File: src/rtl/yuv_rgb_pkg.sv
// Shared types and constants for the 4:2:2 YUV -> RGB stream upsampler.
// Holds the FSM state enum, the chroma FIR coefficients and rounding term,
// the RGB matrix coefficients (16.16 fixed point) and the Y/chroma offsets.
package yuv_rgb_pkg;

  typedef enum logic [3:0] {
    S_IDLE,
    S_FILL,
    S_CALC0,
    S_CALC1,
    S_CALC2,
    S_CALC3,
    S_CALC4,
    S_CALC5,
    S_OUT,
    S_SHIFT
  } state_t;

  // Chroma interpolation: (21, -52, 159, 159, -52, 21) / 256
  localparam logic signed [31:0] FIR_C0  = 32'sd21;
  localparam logic signed [31:0] FIR_C1  = 32'sd52;
  localparam logic signed [31:0] FIR_C2  = 32'sd159;
  localparam logic signed [31:0] FIR_RND = 32'sd128;

  // Colour matrix, scaled by 2^16
  localparam logic signed [31:0] K_Y  = 32'sd76284;
  localparam logic signed [31:0] K_RV = 32'sd104595;
  localparam logic signed [31:0] K_GU = -32'sd25624;
  localparam logic signed [31:0] K_GV = -32'sd53281;
  localparam logic signed [31:0] K_BU = 32'sd132251;

  localparam logic signed [31:0] Y_OFS = 32'sd16;
  localparam logic signed [31:0] C_OFS = 32'sd128;

endpackage

File: src/rtl/yuv_rgb_stream_upsampler_sat_clip.sv
// Saturating clip: signed 32-bit value to unsigned OUT_W bits.
// Ports: din (signed 32-bit), dout (OUT_W bits, clamped to [0, 2^OUT_W-1]).
module sat_clip #(
  parameter int OUT_W = 8
) (
  input  logic signed [31:0] din,
  output logic [OUT_W-1:0]   dout
);

  localparam logic signed [31:0] MAX_V = (32'sd1 <<< OUT_W) - 32'sd1;

  always_comb begin
    if (din < 32'sd0) begin
      dout = '0;
    end else if (din > MAX_V) begin
      dout = '1;
    end else begin
      dout = din[OUT_W-1:0];
    end
  end

endmodule

File: src/rtl/yuv_rgb_stream_upsampler.sv
// Streaming 4:2:2 YUV -> RGB converter with 6-tap chroma interpolation.
// One input beat carries a pixel pair {Y_even, Y_odd, U, V}; one output
// handshake delivers the RGB of both pixels plus frame/row markers.
//
// Ports:
//   CLOCK_50_I, resetn (async, active-low), clear (sync abort to frame start)
//   chroma_mode : 0 = FIR-interpolated odd chroma, 1 = replicate even chroma
//   in_valid/in_ready, in_y0/in_y1/in_u/in_v : input pair stream
//   out_valid/out_ready, out_{r,g,b}{0,1}, out_sof, out_eol : output stream
//   dbg_state : current FSM state
//
// Handshakes: a transfer happens on a rising clock edge where valid and
// ready are both 1. out_valid, the output data and the markers hold steady
// while out_valid=1 and out_ready=0. in_ready is low during clear.
module yuv_rgb_stream_upsampler
  import yuv_rgb_pkg::*;
#(
  parameter int IN_W      = 8,
  parameter int OUT_W     = 8,
  parameter int ROW_PAIRS = 160,
  parameter int ROWS      = 240
) (
  input  logic             CLOCK_50_I,
  input  logic             resetn,
  input  logic             clear,
  input  logic             chroma_mode,
  input  logic             in_valid,
  output logic             in_ready,
  input  logic [IN_W-1:0]  in_y0,
  input  logic [IN_W-1:0]  in_y1,
  input  logic [IN_W-1:0]  in_u,
  input  logic [IN_W-1:0]  in_v,
  output logic             out_valid,
  input  logic             out_ready,
  output logic [OUT_W-1:0] out_r0,
  output logic [OUT_W-1:0] out_g0,
  output logic [OUT_W-1:0] out_b0,
  output logic [OUT_W-1:0] out_r1,
  output logic [OUT_W-1:0] out_g1,
  output logic [OUT_W-1:0] out_b1,
  output logic             out_sof,
  output logic             out_eol,
  output state_t           dbg_state
);

  localparam int IC_W = $clog2(ROW_PAIRS + 1);
  localparam int OC_W = $clog2(ROW_PAIRS);
  localparam int RC_W = (ROWS > 1) ? $clog2(ROWS) : 1;

  typedef struct packed {
    logic [IN_W-1:0] y0;
    logic [IN_W-1:0] y1;
    logic [IN_W-1:0] u;
    logic [IN_W-1:0] v;
  } beat_t;

  function automatic logic signed [31:0] ext(input logic [IN_W-1:0] x);
    return $signed({{(32-IN_W){1'b0}}, x});
  endfunction

  state_t            state_q, state_d;
  logic [IC_W-1:0]   in_cnt_q, in_cnt_d;
  logic [OC_W-1:0]   out_cnt_q, out_cnt_d;
  logic [RC_W-1:0]   row_cnt_q, row_cnt_d;
  logic              mode_q, mode_d;
  beat_t             w_q [6];
  beat_t             w_d [6];
  logic signed [31:0] u_fir_q, u_fir_d, v_fir_q, v_fir_d, y_acc_q, y_acc_d;
  logic signed [31:0] r0_q, r0_d, g0_q, g0_d, b0_q, b0_d;
  logic signed [31:0] r1_q, r1_d, g1_q, g1_d, b1_q, b1_d;

  beat_t              in_beat;
  logic [IN_W-1:0]    u_odd, v_odd;
  logic signed [31:0] mul_a [3];
  logic signed [31:0] mul_b [3];
  logic signed [31:0] prod  [3];
  logic signed [31:0] fir_val;

  assign in_beat = {in_y0, in_y1, in_u, in_v};

  // Odd-pixel chroma: FIR result (or replicated even chroma) clipped to IN_W.
  sat_clip #(.OUT_W(IN_W)) u_clip_u (.din(u_fir_q), .dout(u_odd));
  sat_clip #(.OUT_W(IN_W)) u_clip_v (.din(v_fir_q), .dout(v_odd));

  sat_clip #(.OUT_W(OUT_W)) u_clip_r0 (.din(r0_q), .dout(out_r0));
  sat_clip #(.OUT_W(OUT_W)) u_clip_g0 (.din(g0_q), .dout(out_g0));
  sat_clip #(.OUT_W(OUT_W)) u_clip_b0 (.din(b0_q), .dout(out_b0));
  sat_clip #(.OUT_W(OUT_W)) u_clip_r1 (.din(r1_q), .dout(out_r1));
  sat_clip #(.OUT_W(OUT_W)) u_clip_g1 (.din(g1_q), .dout(out_g1));
  sat_clip #(.OUT_W(OUT_W)) u_clip_b1 (.din(b1_q), .dout(out_b1));

  // Operand selection for the three shared multipliers. CALC2/3 work on
  // the even pixel (w[2] chroma), CALC4/5 on the odd pixel (interpolated).
  always_comb begin
    logic              sel_odd;
    logic signed [31:0] yp, up, vp;
    sel_odd = (state_q == S_CALC4) || (state_q == S_CALC5);
    yp = (sel_odd ? ext(w_q[2].y1) : ext(w_q[2].y0)) - Y_OFS;
    up = (sel_odd ? ext(u_odd) : ext(w_q[2].u)) - C_OFS;
    vp = (sel_odd ? ext(v_odd) : ext(w_q[2].v)) - C_OFS;
    for (int i = 0; i < 3; i++) begin
      mul_a[i] = '0;
      mul_b[i] = '0;
    end
    case (state_q)
      S_CALC0: begin
        mul_a[0] = FIR_C0; mul_b[0] = ext(w_q[0].u) + ext(w_q[5].u);
        mul_a[1] = FIR_C1; mul_b[1] = ext(w_q[1].u) + ext(w_q[4].u);
        mul_a[2] = FIR_C2; mul_b[2] = ext(w_q[2].u) + ext(w_q[3].u);
      end
      S_CALC1: begin
        mul_a[0] = FIR_C0; mul_b[0] = ext(w_q[0].v) + ext(w_q[5].v);
        mul_a[1] = FIR_C1; mul_b[1] = ext(w_q[1].v) + ext(w_q[4].v);
        mul_a[2] = FIR_C2; mul_b[2] = ext(w_q[2].v) + ext(w_q[3].v);
      end
      S_CALC2, S_CALC4: begin
        mul_a[0] = K_Y;  mul_b[0] = yp;
        mul_a[1] = K_RV; mul_b[1] = vp;
        mul_a[2] = K_BU; mul_b[2] = up;
      end
      S_CALC3, S_CALC5: begin
        mul_a[0] = K_GU; mul_b[0] = up;
        mul_a[1] = K_GV; mul_b[1] = vp;
      end
      default: ;
    endcase
  end

  always_comb begin
    for (int i = 0; i < 3; i++) prod[i] = mul_a[i] * mul_b[i];
  end

  assign fir_val = (prod[0] - prod[1] + prod[2] + FIR_RND) >>> 8;

  always_comb begin
    state_d   = state_q;
    in_cnt_d  = in_cnt_q;
    out_cnt_d = out_cnt_q;
    row_cnt_d = row_cnt_q;
    mode_d    = mode_q;
    u_fir_d   = u_fir_q;
    v_fir_d   = v_fir_q;
    y_acc_d   = y_acc_q;
    r0_d = r0_q; g0_d = g0_q; b0_d = b0_q;
    r1_d = r1_q; g1_d = g1_q; b1_d = b1_q;
    for (int i = 0; i < 6; i++) w_d[i] = w_q[i];
    in_ready = 1'b0;

    case (state_q)
      S_IDLE: state_d = S_FILL;
      S_FILL: begin
        in_ready = 1'b1;
        if (in_valid) begin
          // First beat of a row is replicated into k-2, k-1 and k.
          if (in_cnt_q == IC_W'(0)) begin
            w_d[0] = in_beat;
            w_d[1] = in_beat;
            w_d[2] = in_beat;
          end else if (in_cnt_q == IC_W'(1)) begin
            w_d[3] = in_beat;
          end else if (in_cnt_q == IC_W'(2)) begin
            w_d[4] = in_beat;
          end else begin
            w_d[5]  = in_beat;
            mode_d  = chroma_mode;
            state_d = S_CALC0;
          end
          in_cnt_d = in_cnt_q + IC_W'(1);
        end
      end
      S_CALC0: begin
        u_fir_d = mode_q ? ext(w_q[2].u) : fir_val;
        state_d = S_CALC1;
      end
      S_CALC1: begin
        v_fir_d = mode_q ? ext(w_q[2].v) : fir_val;
        state_d = S_CALC2;
      end
      S_CALC2: begin
        y_acc_d = prod[0];
        r0_d    = (prod[0] + prod[1]) >>> 16;
        b0_d    = (prod[0] + prod[2]) >>> 16;
        state_d = S_CALC3;
      end
      S_CALC3: begin
        g0_d    = (y_acc_q + prod[0] + prod[1]) >>> 16;
        state_d = S_CALC4;
      end
      S_CALC4: begin
        y_acc_d = prod[0];
        r1_d    = (prod[0] + prod[1]) >>> 16;
        b1_d    = (prod[0] + prod[2]) >>> 16;
        state_d = S_CALC5;
      end
      S_CALC5: begin
        g1_d    = (y_acc_q + prod[0] + prod[1]) >>> 16;
        state_d = S_OUT;
      end
      S_OUT: begin
        if (out_ready) begin
          if (out_eol) begin
            out_cnt_d = '0;
            in_cnt_d  = '0;
            row_cnt_d = (row_cnt_q == RC_W'(ROWS - 1)) ? '0 : row_cnt_q + RC_W'(1);
            state_d   = S_FILL;
          end else begin
            out_cnt_d = out_cnt_q + OC_W'(1);
            state_d   = S_SHIFT;
          end
        end
      end
      S_SHIFT: begin
        if (in_cnt_q < IC_W'(ROW_PAIRS)) begin
          in_ready = 1'b1;
          if (in_valid) begin
            for (int i = 0; i < 5; i++) w_d[i] = w_q[i+1];
            w_d[5]   = in_beat;
            in_cnt_d = in_cnt_q + IC_W'(1);
            state_d  = S_CALC0;
          end
        end else begin
          // Right edge: the last pair stays in w[5] as it slides down.
          for (int i = 0; i < 5; i++) w_d[i] = w_q[i+1];
          state_d = S_CALC0;
        end
      end
      default: state_d = S_IDLE;
    endcase

    // clear wins over both handshakes: nothing is taken in or handed out.
    if (clear) begin
      state_d   = S_FILL;
      in_cnt_d  = '0;
      out_cnt_d = '0;
      row_cnt_d = '0;
      in_ready  = 1'b0;
      for (int i = 0; i < 6; i++) w_d[i] = w_q[i];
    end
  end

  always_ff @(posedge CLOCK_50_I or negedge resetn) begin
    if (!resetn) begin
      state_q   <= S_IDLE;
      in_cnt_q  <= '0;
      out_cnt_q <= '0;
      row_cnt_q <= '0;
      mode_q    <= 1'b0;
      u_fir_q   <= '0;
      v_fir_q   <= '0;
      y_acc_q   <= '0;
      r0_q <= '0; g0_q <= '0; b0_q <= '0;
      r1_q <= '0; g1_q <= '0; b1_q <= '0;
      for (int i = 0; i < 6; i++) w_q[i] <= '0;
    end else begin
      state_q   <= state_d;
      in_cnt_q  <= in_cnt_d;
      out_cnt_q <= out_cnt_d;
      row_cnt_q <= row_cnt_d;
      mode_q    <= mode_d;
      u_fir_q   <= u_fir_d;
      v_fir_q   <= v_fir_d;
      y_acc_q   <= y_acc_d;
      r0_q <= r0_d; g0_q <= g0_d; b0_q <= b0_d;
      r1_q <= r1_d; g1_q <= g1_d; b1_q <= b1_d;
      for (int i = 0; i < 6; i++) w_q[i] <= w_d[i];
    end
  end

  assign out_valid = (state_q == S_OUT);
  assign out_sof   = out_valid && (row_cnt_q == '0) && (out_cnt_q == '0);
  assign out_eol   = out_valid && (out_cnt_q == OC_W'(ROW_PAIRS - 1));
  assign dbg_state = state_q;

endmodule

File: config.mk
export PLATFORM = sky130hd
export DESIGN_NAME = yuv_rgb_stream_upsampler
export DESIGN_NICKNAME = d
export VERILOG_FILES = /design/src/rtl/yuv_rgb_pkg.sv /design/src/rtl/yuv_rgb_stream_upsampler_sat_clip.sv /design/src/rtl/yuv_rgb_stream_upsampler.sv
export SDC_FILE = /design/constraint.sdc
export NUM_CORES = 2
export LEC_CHECK = 0
export BUFFER_PORTS_ARGS = -buffer_cell sky130_fd_sc_hd__buf_2
export CAP_MARGIN = 25
export CORE_MARGIN = 1.5
export CORE_UTILIZATION = 36
export DETAILED_ROUTE_END_ITERATION = 12
export HOLD_SLACK_MARGIN = 0.02
export MAX_ROUTING_LAYER = met4
export PLACE_DENSITY_LB_ADDON = 0.1
export SETUP_SLACK_MARGIN = 0.4
export SKIP_LAST_GASP = 1
export SLEW_MARGIN = 20
export SYNTH_ARGS = -nofsm -noshare
export SYNTH_HDL_FRONTEND = slang
export SYNTH_HIERARCHICAL = 1
export SYNTH_SLANG_ARGS = --single-unit
export TNS_END_PERCENT = 1
File: constraint.sdc
create_clock -name CLOCK_50_I -period 10.55 [get_ports CLOCK_50_I]
set_input_delay 0.5275 -clock CLOCK_50_I [delete_from_list [all_inputs] [get_ports CLOCK_50_I]]
set_output_delay 0.5275 -clock CLOCK_50_I [all_outputs]
set_load 0.005 [all_outputs]
== Word-level counts from Yosys, hierarchy flattened ==
Index checks and enable logic that the tools add are counted.
Operators by class
  mux-type cells: 64
  $lt $le $gt $ge: 17
  $mul: 3
  $add $sub $neg: 19
  equality and inequality tests: 31
  bitwise gates (word level): 4
  reductions and logical operators: 25
Operator list (count)
  $mux 176: 2
  $pmux 176 s2: 1
  $mux 8: 33
  $pmux 64 s4: 1
  $mux 32: 6
  $pmux 64 s3: 1
  $add 32x32->32: 5
  $mux 144: 1
  $gt 16x9->1 const B: 6
  $lt 16x1->1 const B: 6
  $mul 32x32->32: 3
  $mux 96: 1
  $pmux 32 s3: 1
  $mux 80: 1
  $gt 32x9->1 const B: 2
  $lt 32x1->1 const B: 2
  $mux 64: 1
  $add 8x8->9: 6
  $pmux 4 s10: 1
  $mux 4: 9
  $pmux 18 s2: 1
  $add 32x9->32 const B: 1
  $sub 32x32->32: 1
  $add 8x1->8 const B: 3
  other kinds (32): 68
Word-level totals
  register bits: 381
  input port bits: 38
  logic and storage cells: 197

== Logic depth before layout (Yosys ltp) ==
  word-level depth: 11
  mapped depth: 53
  mapped depth without buffers: 53

== Hierarchy ==
The synthesis kept the hierarchy.
By module, submodules not included
  yuv_rgb_stream_upsampler: cells an instance 4970, seq. area each 9133.8 um^2, instances 1, area an instance 46711.0 um^2
  sat_clip: cells an instance 27, seq. area each 0.0 um^2, instances 8, area an instance 206.4 um^2

== Worst setup path after synthesis ==
Ideal clock, no wire load.
  path type: reg2reg
  start point: register v_fir_q[30]
  end point: register v_fir_q[21]
  cell stages (with the launch flop): 48
  required time: 10467 ps
  buffers on the path: 3
  arrival: 11520 ps
  slack: -1052 ps
  path through: dfrtp_1 -> buf_6 -> or4_4 -> buf_6 -> nor3_2 -> a21oi_1 -> mux2i_1 -> nand2_1 -> inv_1 -> clkbuf_1 -> nand2_1 -> inv_1 -> fa_1 -> fa_1 -> fa_1 -> inv_1 -> fa_1 -> fa_1 -> (+12 left out) -> o21ai_0 -> a21o_1 -> a21oi_1 -> xnor2_1 -> ha_1 -> xor2_1 -> ha_1 -> ha_1 -> a21o_1 -> o21bai_1 -> a21oi_1 -> nor2b_1 -> o21ai_0 -> nand2b_1 -> a221oi_1 -> xnor2_1 -> nand2b_1 -> o21ai_0
On the way
  word-level cells in the longest chain between the ends: 11
  elaborated cells between the ends (all ways): 12
  those cells by class: add/sub: 4; mul: 1; order compare: 2; mux: 5
RTL lines
  start, declared: line yuv_rgb_stream_upsampler.sv:68  | logic signed [31:0] u_fir_q, u_fir_d, v_fir_q, v_fir_d, y_acc_q, y_acc_d;
  start signal, assigned: line yuv_rgb_stream_upsampler.sv:261  | v_fir_q <= v_fir_d;
  $gt 32x9->1: line yuv_rgb_stream_upsampler_sat_clip.sv:15  | end else if (din > MAX_V) begin
  $mux 8: line yuv_rgb_stream_upsampler_sat_clip.sv:15
  $mux 8 *: line yuv_rgb_stream_upsampler_sat_clip.sv:13  | if (din < 32'sd0) begin
  via v_odd[7]: line yuv_rgb_stream_upsampler.sv:73  | logic [IN_W-1:0] u_odd, v_odd;
  $mux 8 *: line yuv_rgb_stream_upsampler.sv:100  | vp = (sel_odd ? ext(v_odd) : ext(w_q[2].v)) - C_OFS;
  $sub 8x8->9 *: line yuv_rgb_stream_upsampler.sv:100
  $pmux 64 s4 *: line yuv_rgb_stream_upsampler.sv:105  | case (state_q)
  $mul 32x32->32 *: line yuv_rgb_stream_upsampler.sv:130  | for (int i = 0; i < 3; i++) prod[i] = mul_a[i] * mul_b[i];
  $sub 32x32->32 *: line yuv_rgb_stream_upsampler.sv:133  | assign fir_val = (prod[0] - prod[1] + prod[2] + FIR_RND) >>> 8;
  $add 32x32->32 *: line yuv_rgb_stream_upsampler.sv:133
  $add 32x9->32 *: line yuv_rgb_stream_upsampler.sv:133
  $mux 32 *: line yuv_rgb_stream_upsampler.sv:176  | v_fir_d = mode_q ? ext(w_q[2].v) : fir_val;
Mark *: on every way through the listed nets, which the timed path passes. The rest lies on a longest branch.
A chain may end at the register's enable or synchronous reset.

==> impl_metrics.csv <==
group,metric,value,unit
drt,vias,37110,
cells_and_area,drive_above_1_share,0.2377,
global_routing,grt_max_degree,90,
critical_path,max_stage_delay,0.60,ns
synth,synth_edf_count,0,
clock_tree,cts_tree,"yes",
synth,ys_top_cells_by_area,"fa_1, dfrtp_1, ha_1",
critical_path,crit_arrival,11.03,ns
cells_and_area,regArea,0.009138,sq mm
floorplanning,die_y,369.5,microns
critical_path,worstSetupPathType,"reg -> reg",
clock_tree,clock_tree.buffer_depth,3,
critical_path,crit_path_start,"u_fir_q[30]",
drt,first_pass_iters,5,
synth,synth.largest_area_cell,"fa_1",
global_routing,grt-busiest-layer,"met2",
synth,syn_area,0.04836,sq mm
cells_and_area,multi_input_area,0.03594,sq mm
floorplanning,die_w,369.5,microns
timing,setup_viol,0,
place,gp_congestion,0.8836,
synth,netlist_top_cells_count,"inv_1, fa_1, ha_1",
global_routing,antenna_found_initial,2,
synth,syn_area_per_cell,9.326,sq um
critical_path,critPathSlowestCell,"or4_4",
global_routing,gr-total-overflow,0,
place,portBuffers,93,
synth,yosysMostFrequentCell,"inv_1",
timing,finalClockSkew,0.03348,ns
cells_and_area,final_area,0.06039,sq mm
global_routing,grt.total_usage,0.2163,
outcome,status,"complete, no violations",
place,dp_hpwl,121500,microns
timing,slew_violations,0,
clock_tree,clk_pin_slew_worst_paths,0.07,ns
critical_path,rr_worst_depth,41,
critical_path,crit_path_end_kind,"register",
timing,maxSlewHeadroom,0.1460,
critical_path,crit_family,"adder cells",
drt,detail_route.wl_per_cell,17.94,microns
synth,seq_area_frac_synth,0.1889,
synth,synth-seq-cells,365,
synth,synth-async-reset-ratio,1.000,
drt,remaining_drc_errors,0,
floorplanning,rows,134,
clock_tree,cts.sinks,365,
clock_tree,cts_max_level,2,
cells_and_area,area_delta_synth_final,24.86,%
synth,synthFlopType,"dfrtp_1",
drt,viasPerCell,4.686,
timing,tightest_slew,1.276,ns
job,maxCapViolCount,0,
clock_tree,clkLatencyLatePin,0.63,ns
global_routing,grtUsageMet3,0.02366,
critical_path,critPathLaunchType,"register",
floorplanning,io-pin-count,94,
critical_path,cp_num_buf_inv,9,
timing,rsz0062_at_grt,"true",
floorplanning,initial_utilization,0.3624,
synth,postSynthCellCount,5186,
timing,fin_crit_sh,0.9948,
critical_path,worstPathRequired,11.08,ns
critical_path,reg2reg_to,"v_fir_q[30]",
drt,drt-total-wl,142100,microns
timing,hold_viol,0,
critical_path,critPathMaxFanout,8,
global_routing,met2_usage,0.3524,
synth,synth_cell_types,85,
critical_path,r2r_start,"u_fir_q[30]",
cells_and_area,nNetsFinal,7399,
floorplanning,core,0.1335,sq mm
floorplanning,dieArea,0.1365,sq mm
cells_and_area,n_fill_cell,13190,
critical_path,cpMostUsedCell,"fa_1",
synth,synth_top_cell_area_share,0.2629,
critical_path,crit_cells,41,
synth,ys_warn_count,6,
drt,antenna_left,0,
timing,fmax,95.29,MHz
clock_tree,numCtsBuffers,48,
global_routing,met1_usage,0.2913,
global_routing,grt_pass1_wl,221200,microns
min_path,hp-class,"in -> reg",
place,post_dp_cell_area,0.05733,sq mm
timing,period_needed,10.49,ns
clock_tree,clock-root-buffer,"clkbuf_16",
critical_path,cp-endpoint,"v_fir_q[30]",
global_routing,grt_pass1_vias,38120,
critical_path,r2r_setup_slack,0.06,ns
drt,drt_iter0_drc,1622,
## logic make-up after synthesis
kind of cell,share of synthesized area
buf+inv,0.09598
simple gates,0.1037
flops,0.1889
fa+ha+maj,0.4209
other cells,0.0001553
mux,0.01552
compound gates,0.1252
xor+xnor,0.04965
## layout make-up
type	instances	area share
diodes	2	0.00008288
clock inverters	20	0.003170
clock buffers	65	0.02246
inverters	1035	0.06471
repair buffers	1013	0.1264
well taps	1768	0.03663
multi-input cells	3652	0.5952
flip-flops and latches	365	0.1513
## flip-flops by register name (all words and copies together) (netlist names), 16 cells and up
register / cells
r1_q: 16
b1_q: 16
b0_q: 16
w_q: 160
g1_q: 16
g0_q: 16
u_fir_q: 24
v_fir_q: 24
r0_q: 16
y_acc_q: 32
## what timing repair did
action | 4_1_cts | 5_1_grt
hold endpoints to repair | 86 | 0
pin swaps | 61 | 110
setup buffers | 35 | 20
endpoints found under the setup margin | 118 | 132
gates resized for setup | 89 | 144
hold buffers | 1 | 0
gates cloned | 0 | 0
## worst reg2reg max path: cells and delay by family, from the launching register on
family	cells	cell delay, ns
AOI/OAI and AO/OA	11	1.71
xor gates and xnor gates	2	0.54
adders and majority gates	12	5.21
buffers and inverters	9	1.16
DFF	1	0.43
muxes	1	0.15
and+or+nand+nor	6	1.19
## how the worst min path moves through the flow
stage / startpoint / endpoint / slack, ns / cells after the start
floorplan: resetn / b0_q[0] / 0.23 / 0
global placement: w_q[62] / w_q[62] / 0.46 / 2
detailed placement: y_acc_q[8] / y_acc_q[8] / 0.47 / 2
CTS: in_u[1] / w_q[9] / 0.08 / 3
global route: chroma_mode / mode_q / 0.11 / 2
finish: in_u[1] / w_q[9] / 0.12 / 3
## layer usage
metal | wire length [microns] | part of all wire | vias up
li1 | - | - | 18550
met1 | 67660 | 0.48 | 17960
met2 | 66960 | 0.47 | 469
met3 | 4478 | 0.032 | 133
met4 | 2973 | 0.021 | 0
met5 | 0 | 0 | -
## per-stage QoR
stage / utilization / setup WS [ns] / setup TNS [ns] / hold slack, ns / cells
6_report: 0.4525 / 0.05519 / 0 / 0.1245 / 7920
5_1_grt: 0.4525 / -0.3417 / -15.71 / 0.1125 / 7919
4_1_cts: 0.4459 / 0.02598 / 0 / 0.08268 / 7896
3_5_place_dp: 0.4296 / -0.6587 / -24.49 / 0.4708 / 7775
3_3_place_gp: 0.4296 / -0.7369 / -37.04 / 0.4608 / 7775
2_1_floorplan: - / 0.2944 / 0 / 0.2319 / 5212
## cells in the final DEF (no fill, tap or decap), drive strengths merged, types with 28 or more instances in the layout
cell type | netlist | layout
nand2 | 335 | 335
nand2b | 39 | 39
conb | 2 | 28
clkbuf | 110 | 65
inv | 1035 | 1035
a21o | 97 | 97
a21oi | 484 | 484
dfrtp | 365 | 365
nor3 | 94 | 94
o21bai | 43 | 43
nor4 | 34 | 34
ha | 611 | 611
nor2b | 66 | 66
mux2i | 33 | 33
nor2 | 282 | 282
mux2 | 37 | 37
o21ai | 269 | 269
xnor2 | 178 | 178
buf | 50 | 1012
xor2 | 88 | 88
fa | 635 | 635
Power is not shown: default switching activity piles up to over one toggle a cycle in this logic, so the estimate is an artifact.
